===== src/rtl/pipe_ctrl.sv =====
// Pipeline hazard controller: PC / pipeline-register enables for data-hazard stalls, memory freezes and branch flushes.
// Optional stall/freeze/flush performance counters are enabled with the PIPE_CTRL_PERF_EN macro.
module pipe_ctrl (
  input  logic       clk,
  input  logic       rst,
  input  logic       stall_req,
  input  logic [1:0] stall_len,
  input  logic       branch_taken,
  input  logic       mem_busy,
  output logic       pc_wena,
  output logic       if_id_wena,
  output logic       if_id_flush,
  output logic       id_exe_bubble,
  output logic       exe_mem_wena,
  output logic       mem_wb_wena,
  output logic [1:0] state,
  output logic [1:0] remain
`ifdef PIPE_CTRL_PERF_EN
  ,
  output logic [31:0] stall_cnt,
  output logic [31:0] freeze_cnt,
  output logic [31:0] flush_cnt
`endif
);

  typedef enum logic [1:0] {
    S_RUN    = 2'd0,
    S_STALL  = 2'd1,
    S_HOLD   = 2'd2,
    S_UNUSED = 2'd3
  } state_t;

  state_t     state_q, state_d;
  logic [1:0] remain_q, remain_d;
  logic [1:0] len_eff;

  // A zero-length request still costs one bubble.
  assign len_eff = (stall_len == 2'd0) ? 2'd1 : stall_len;

  always_comb begin
    state_d       = S_RUN;
    remain_d      = remain_q;
    pc_wena       = 1'b1;
    if_id_wena    = 1'b1;
    if_id_flush   = 1'b0;
    id_exe_bubble = 1'b0;
    exe_mem_wena  = 1'b1;
    mem_wb_wena   = 1'b1;
    if (mem_busy) begin
      pc_wena      = 1'b0;
      if_id_wena   = 1'b0;
      exe_mem_wena = 1'b0;
      mem_wb_wena  = 1'b0;
      // An in-progress stall is parked, not cancelled, so no bubble is lost.
      state_d      = (state_q == S_STALL) ? S_STALL : S_HOLD;
    end else if (state_q == S_STALL) begin
      pc_wena       = 1'b0;
      if_id_wena    = 1'b0;
      id_exe_bubble = 1'b1;
      remain_d      = (remain_q == 2'd0) ? 2'd0 : remain_q - 2'd1;
      state_d       = (remain_q > 2'd1) ? S_STALL : S_RUN;
    end else if (stall_req) begin
      // Stall beats branch: ID re-presents the branch once the stall ends.
      pc_wena       = 1'b0;
      if_id_wena    = 1'b0;
      id_exe_bubble = 1'b1;
      if (len_eff > 2'd1) begin
        state_d  = S_STALL;
        remain_d = len_eff - 2'd1;
      end
    end else begin
      if_id_flush = branch_taken;
    end
  end

  always_ff @(posedge clk or posedge rst) begin
    if (rst) begin
      state_q  <= S_RUN;
      remain_q <= 2'd0;
    end else begin
      state_q  <= state_d;
      remain_q <= remain_d;
    end
  end

  assign state  = state_q;
  assign remain = remain_q;

`ifdef PIPE_CTRL_PERF_EN
  logic [31:0] stall_cnt_q, stall_cnt_d;
  logic [31:0] freeze_cnt_q, freeze_cnt_d;
  logic [31:0] flush_cnt_q, flush_cnt_d;

  always_comb begin
    stall_cnt_d  = stall_cnt_q;
    freeze_cnt_d = freeze_cnt_q;
    flush_cnt_d  = flush_cnt_q;
    if (id_exe_bubble && (stall_cnt_q != 32'hFFFF_FFFF)) stall_cnt_d = stall_cnt_q + 32'd1;
    if (mem_busy && (freeze_cnt_q != 32'hFFFF_FFFF))     freeze_cnt_d = freeze_cnt_q + 32'd1;
    if (if_id_flush && (flush_cnt_q != 32'hFFFF_FFFF))   flush_cnt_d = flush_cnt_q + 32'd1;
  end

  always_ff @(posedge clk or posedge rst) begin
    if (rst) begin
      stall_cnt_q  <= 32'd0;
      freeze_cnt_q <= 32'd0;
      flush_cnt_q  <= 32'd0;
    end else begin
      stall_cnt_q  <= stall_cnt_d;
      freeze_cnt_q <= freeze_cnt_d;
      flush_cnt_q  <= flush_cnt_d;
    end
  end

  assign stall_cnt  = stall_cnt_q;
  assign freeze_cnt = freeze_cnt_q;
  assign flush_cnt  = flush_cnt_q;
`endif

endmodule

===== config.mk =====
export PLATFORM = sky130hd
export DESIGN_NAME = pipe_ctrl
export DESIGN_NICKNAME = d
export VERILOG_FILES = /design/src/rtl/pipe_ctrl.sv
export SDC_FILE = /design/constraint.sdc
export NUM_CORES = 1
export LEC_CHECK = 0
export CAP_MARGIN = 20
export CORE_AREA = 2 2 39 41
export CTS_BUF_LIST = sky130_fd_sc_hd__clkbuf_4
export CTS_CLUSTER_DIAMETER = 30
export DETAILED_ROUTE_END_ITERATION = 8
export DIE_AREA = 0 0 41 43
export GPL_TIMING_DRIVEN = 0
export PLACE_DENSITY = 0.53
export SETUP_SLACK_MARGIN = 0.3
export SYNTH_ARGS = -nofsm -noshare
export SYNTH_HDL_FRONTEND = slang
export SYNTH_SLANG_ARGS = --single-unit

===== constraint.sdc =====
create_clock -name clk -period 1.2 [get_ports clk]
set_input_delay 0.24 -clock clk [delete_from_list [all_inputs] [get_ports clk]]
set_output_delay 0.24 -clock clk [all_outputs]
set_load 0.1 [all_outputs]

Word level (Yosys, flattened, before mapping)
Index checks and enable logic that the tools add are counted.
- flip-flop bits (word level): 4
- latch bits: 0
- memory bits (writable): 0
- ROM bits: 0
- input port bits: 7
- logic and storage cells: 34
- memories kept: 0
- $add $sub $neg: 2
- multipliers: 0
- divide/modulo/power cells: 0
- magnitude comparators: 2
- equal/unequal tests: 1
- shift-type cells: 0
- multiplexer cells: 21
- bitwise gates (word level): 1
- reduce and logical (&&, ||, !) cells: 5
- operators by type and width (kind ; number):
    $mux 1 ; 14
    $mux 2 ; 7
    $gt 2x1->1 const B ; 2
    $logic_not 2->1 ; 2
    $reduce_bool 2->1 ; 2
    $sub 2x1->2 const B ; 2
    $reduce_and 3->1 ; 1
    $eq 2x1->1 const B ; 1
    $not 1->1 ; 1

Logic depth before layout (Yosys ltp)
- depth in word-level cells: 7
- gate-level depth with buffers: 4
- mapped depth without buffers: 3

Worst setup path after synthesis
OpenSTA, ideal clock, no wires.
- kind: flip-flop to output port
- from: reg state_q[0], in the netlist state[0]
- to: out if_id_flush
- data arrival time: 3.309 ns
- slack: -2.349 ns
- stages on the path, launching flop included: 5
- path buffers: 1
- cell sequence: dfrtp_1 > nor2b_1 > buf_2 > nor3_2 > and2_1
- longest elaborated chain between the ends: 3
- ends and longest elaborated chain (item ; RTL line ; source):
    from (decl) ; 33 ; state_t state_q, state_d;
    from (signal assigned) ; 81 ; state_q <= state_d;
    $eq 2x1->1 ; 56 ; end else if (state_q == S_STALL) begin
    $mux 1 ; 56 ;
    $mux 1 ; 49 ; if (mem_busy) begin
    to (decl) ; 12 ; output logic if_id_flush,
Every way passes these cells.

Worst setup path after layout
Ends and elaborated chain as after synthesis.

==> impl_results.md <==
* Max VDD drop at 0.000745 V
* H-Tree Level Count at 1
* Pin slew with the least headroom to its limit at roughly 0.28 ns
* Synth Area in Adders at 0%
* Switch share at about 45%
* Seq/Total Area, Yosys at 40.4%
* CTS Sinks at 4
* Number of DRC markers in iteration 0 at 4
* DR DRC count at 0
* Final Wtd Congestion at 0.715
* Final Skew at 0.00342 ns
* GRT Util Overall at about an eighth
* Initial antenna violation count at 0
* Final worst-path cycle share at 145%
* Synth top area share at around two fifths
* XOR/XNOR Fraction of Synth Area at 0%
* Worst setup margin at -0.534 ns
* R2r endpoint: remain[0]
* I/O pin count at 17
* Met1 GRT Util at 13.0%
* Share of cells above drive strength 1 at 75.0%
* Simple-Gate Fraction of Synth Area at between 20% and 30%
* Num rows at 14
* Comb power frac at between 60% and 70%
* Deepest clock path buffer count at 2
* CTS Hold Bufs at 0
* R2R depth at 8
* Post-synthesis mux area share at 0%
* Final setup fails at 10
* First-pass GRT wire length at 1390 um
* Mapped cell area at 248 um2
* WL/cell at 11.4 um
* Largest family of logic cells by synthesized area: simple AND/OR/NAND/NOR gates
* Crit start category: register
* Total gr overflow at 0
* Estimated wirelength of the detail-placed design at around 460 um
* Die ar. at between 1500 and 2000 um2
* Post-Syn Instances at 29
* Post-synth top cells: 4 x dfrtp_1, 3 x inv_1, 3 x nor2_1
* Final nets at 69
* Die Height at about 43 um
* Count leader, synth: dfrtp_1
* Met2 Use GR at 19.1%
* Pleak at 0.000334 uW
* Synth unique cells at 18
* CP Max Fanout at 3
* Drt pass-1 iters at 2
* Largest net degree at the start of global routing at 9
* Ys flop type: dfrtp_1
* RR Startpoint: state[1]
* Min Tclk post-route at about 1.7 ns
* Status: finished with violations
* Mapped Nets at 36
* Cell Pwr Density at 1310 nW/um2
* FF-to-FF setup slack at -0.29 ns
* Yosys top cell by area: dfrtp_1
* Area delta synth->final at 216%
* HP Class: in2async
* Clk pwr share at between 10% and 20%
* Via count at between 300 and 400
* CTS tree: yes
* Req. time, crit path at approximately 0.96 ns
* Global-route met3 utilization at under 10%
* EDFF count, synth at 0
* CP endpoint kind: output pin
* Fmax achieved at around 580 MHz
* Worst slew margin at 81.6%
* Reg power frac at 19.6%
* Setup CP Type: reg2out
* Post-route core utilization at a little under three fifths
* Worst-Skew Late Latency at around 0.24 ns
* Vias in the first global route at between 300 and 400
* Flops & latches, synth at 4
* DR vias/cell at between 4 and 5
* Internal power at ~560 uW
* Antenna Cells at 0
* Compound-Gate Fraction of Synth Area at 18.2%
* Sw power at ~470 uW
* Initial Util at about 18%
* Post-synthesis async set-or-reset flop share at 100%
* Crit path DAT at around 1.5 ns
* Max Cap Viol at 0
* RSZ-0062 raised after global routing: yes
* # port buffers at 15
* Yosys warns at 0
* Syn avg cell area at 8.54 um2
* Top post-synthesis cells by area: dfrtp_1 40%, buf_4 6.1%, nor4_1 5.1%, inv_1 4.5%, nor2_1 4.5%
* Violated checks: negative setup slack
* Die Width at roughly 41 um
* Antenna viol nets, final at 0
* Final Max Slew Viols at 0
* Clock root buffer: clkbuf_4
* WL final at between 800 and 900 um
* Clock transition at path regs at approximately 0.04 ns
* CTS Buf Count at 3
* Setup tns final at -3.17 ns
* Placeable Area at 1380 um2
* GR peak layer: met2
* Hold Fails Final Rpt at 0
## worst max-delay path by stage
stage / startpoint / end / slack (ns) / depth (start not counted)
global placement: state[0] / if_id_flush / -1.28 / 5
detailed placement: state[0] / if_id_flush / -1.27 / 5
floorplan: state[0] / if_id_flush / -1.33 / 4
CTS: state[0] / if_id_flush / -0.55 / 5
global route: state[0] / if_id_flush / -0.58 / 5
finish: state[0] / if_id_flush / -0.53 / 5
## flip-flops by register name (all words and copies together) (netlist names)
name,cells
remain,2
state,2
## area by class of cell
type,instances,area [um2]
Buffer,4,58.8
Inverter,3,15.0
Timing Repair Buffer,28,358
Multi-Input combinational cell,18,194
Tap cell,16,20.0
Fill cell,110,601
Sequential cell,4,115
Clock buffer,3,22.5
## critical path: stages, from the launching register on
cell and delay, ns:
dfrtp_4 0.46, nor2b_4 0.13, buf_6 0.11, nor3_4 0.21, and2_4 0.18, buf_12 0.16
## what timing repair did
| item | 4_1_cts | 5_1_grt |
|---|---|---|
| endpoints found under the setup margin | 14 | 14 |
| cloned | 0 | 0 |
| setup buffers | 10 | 3 |
| pin swaps | 6 | 5 |
| gates resized for setup | 100 | 8 |
## cell families (layout without fill, tap and decap cells)
logic type,after synthesis,after routing
simple gates,11,11
buf+inv,7,38
compound gates,7,7
flops,4,4
## routing by layer
metal | vias to the layer above | wire [um]
met5 | - | 0
met4 | 0 | 0
met3 | 0 | 31
met2 | 8 | 486
met1 | 163 | 351
li1 | 164 | -
## power by group through the flow
stage | Clock (uW) | Combinational [uW] | Sequential [uW]
final | 167 | 657 | 200
after global routing | 187 | 680 | 203
after CTS | 177 | 627 | 199
after detailed placement | 0 | 444 | 200
after global placement | 0 | 444 | 199
after floorplan | 0 | 170 | 373
## stage by stage
stage	cells	hold WS [ns]	area [um2]	power (uW)	setup WS, ns
2_1_floorplan	29	0.00618	313	543	-1.33
3_3_place_gp	60	0.434	483	642	-1.28
5_1_grt	76	0.208	783	1070	-0.584
3_5_place_dp	60	0.436	483	644	-1.27
6_report	76	0.185	783	1020	-0.534
4_1_cts	73	0.181	729	1000	-0.547
## cell usage in the layout, fill, tap and decap left out
| cell type | instances |
|---|---|
| o21ai_4 | 1 |
| buf_4 | 9 |
| a21oi_2 | 1 |
| nand2b_1 | 1 |
| o31ai_4 | 1 |
| nor4_1 | 1 |
| clkinvlp_4 | 1 |
| and4b_1 | 1 |
| clkbuf_4 | 3 |
| nand2_1 | 1 |
| nor2b_4 | 1 |
| buf_12 | 11 |
| inv_1 | 2 |
| a21o_1 | 1 |
| a21oi_1 | 1 |
| clkdlybuf4s50_1 | 5 |
| buf_6 | 7 |
| nor3_4 | 1 |
| a211o_1 | 1 |
| nor2_4 | 3 |
| dfrtp_4 | 4 |
| o22ai_1 | 1 |
| and2_4 | 1 |
| nor4_4 | 1 |
(Power assumes the default switching activity.)
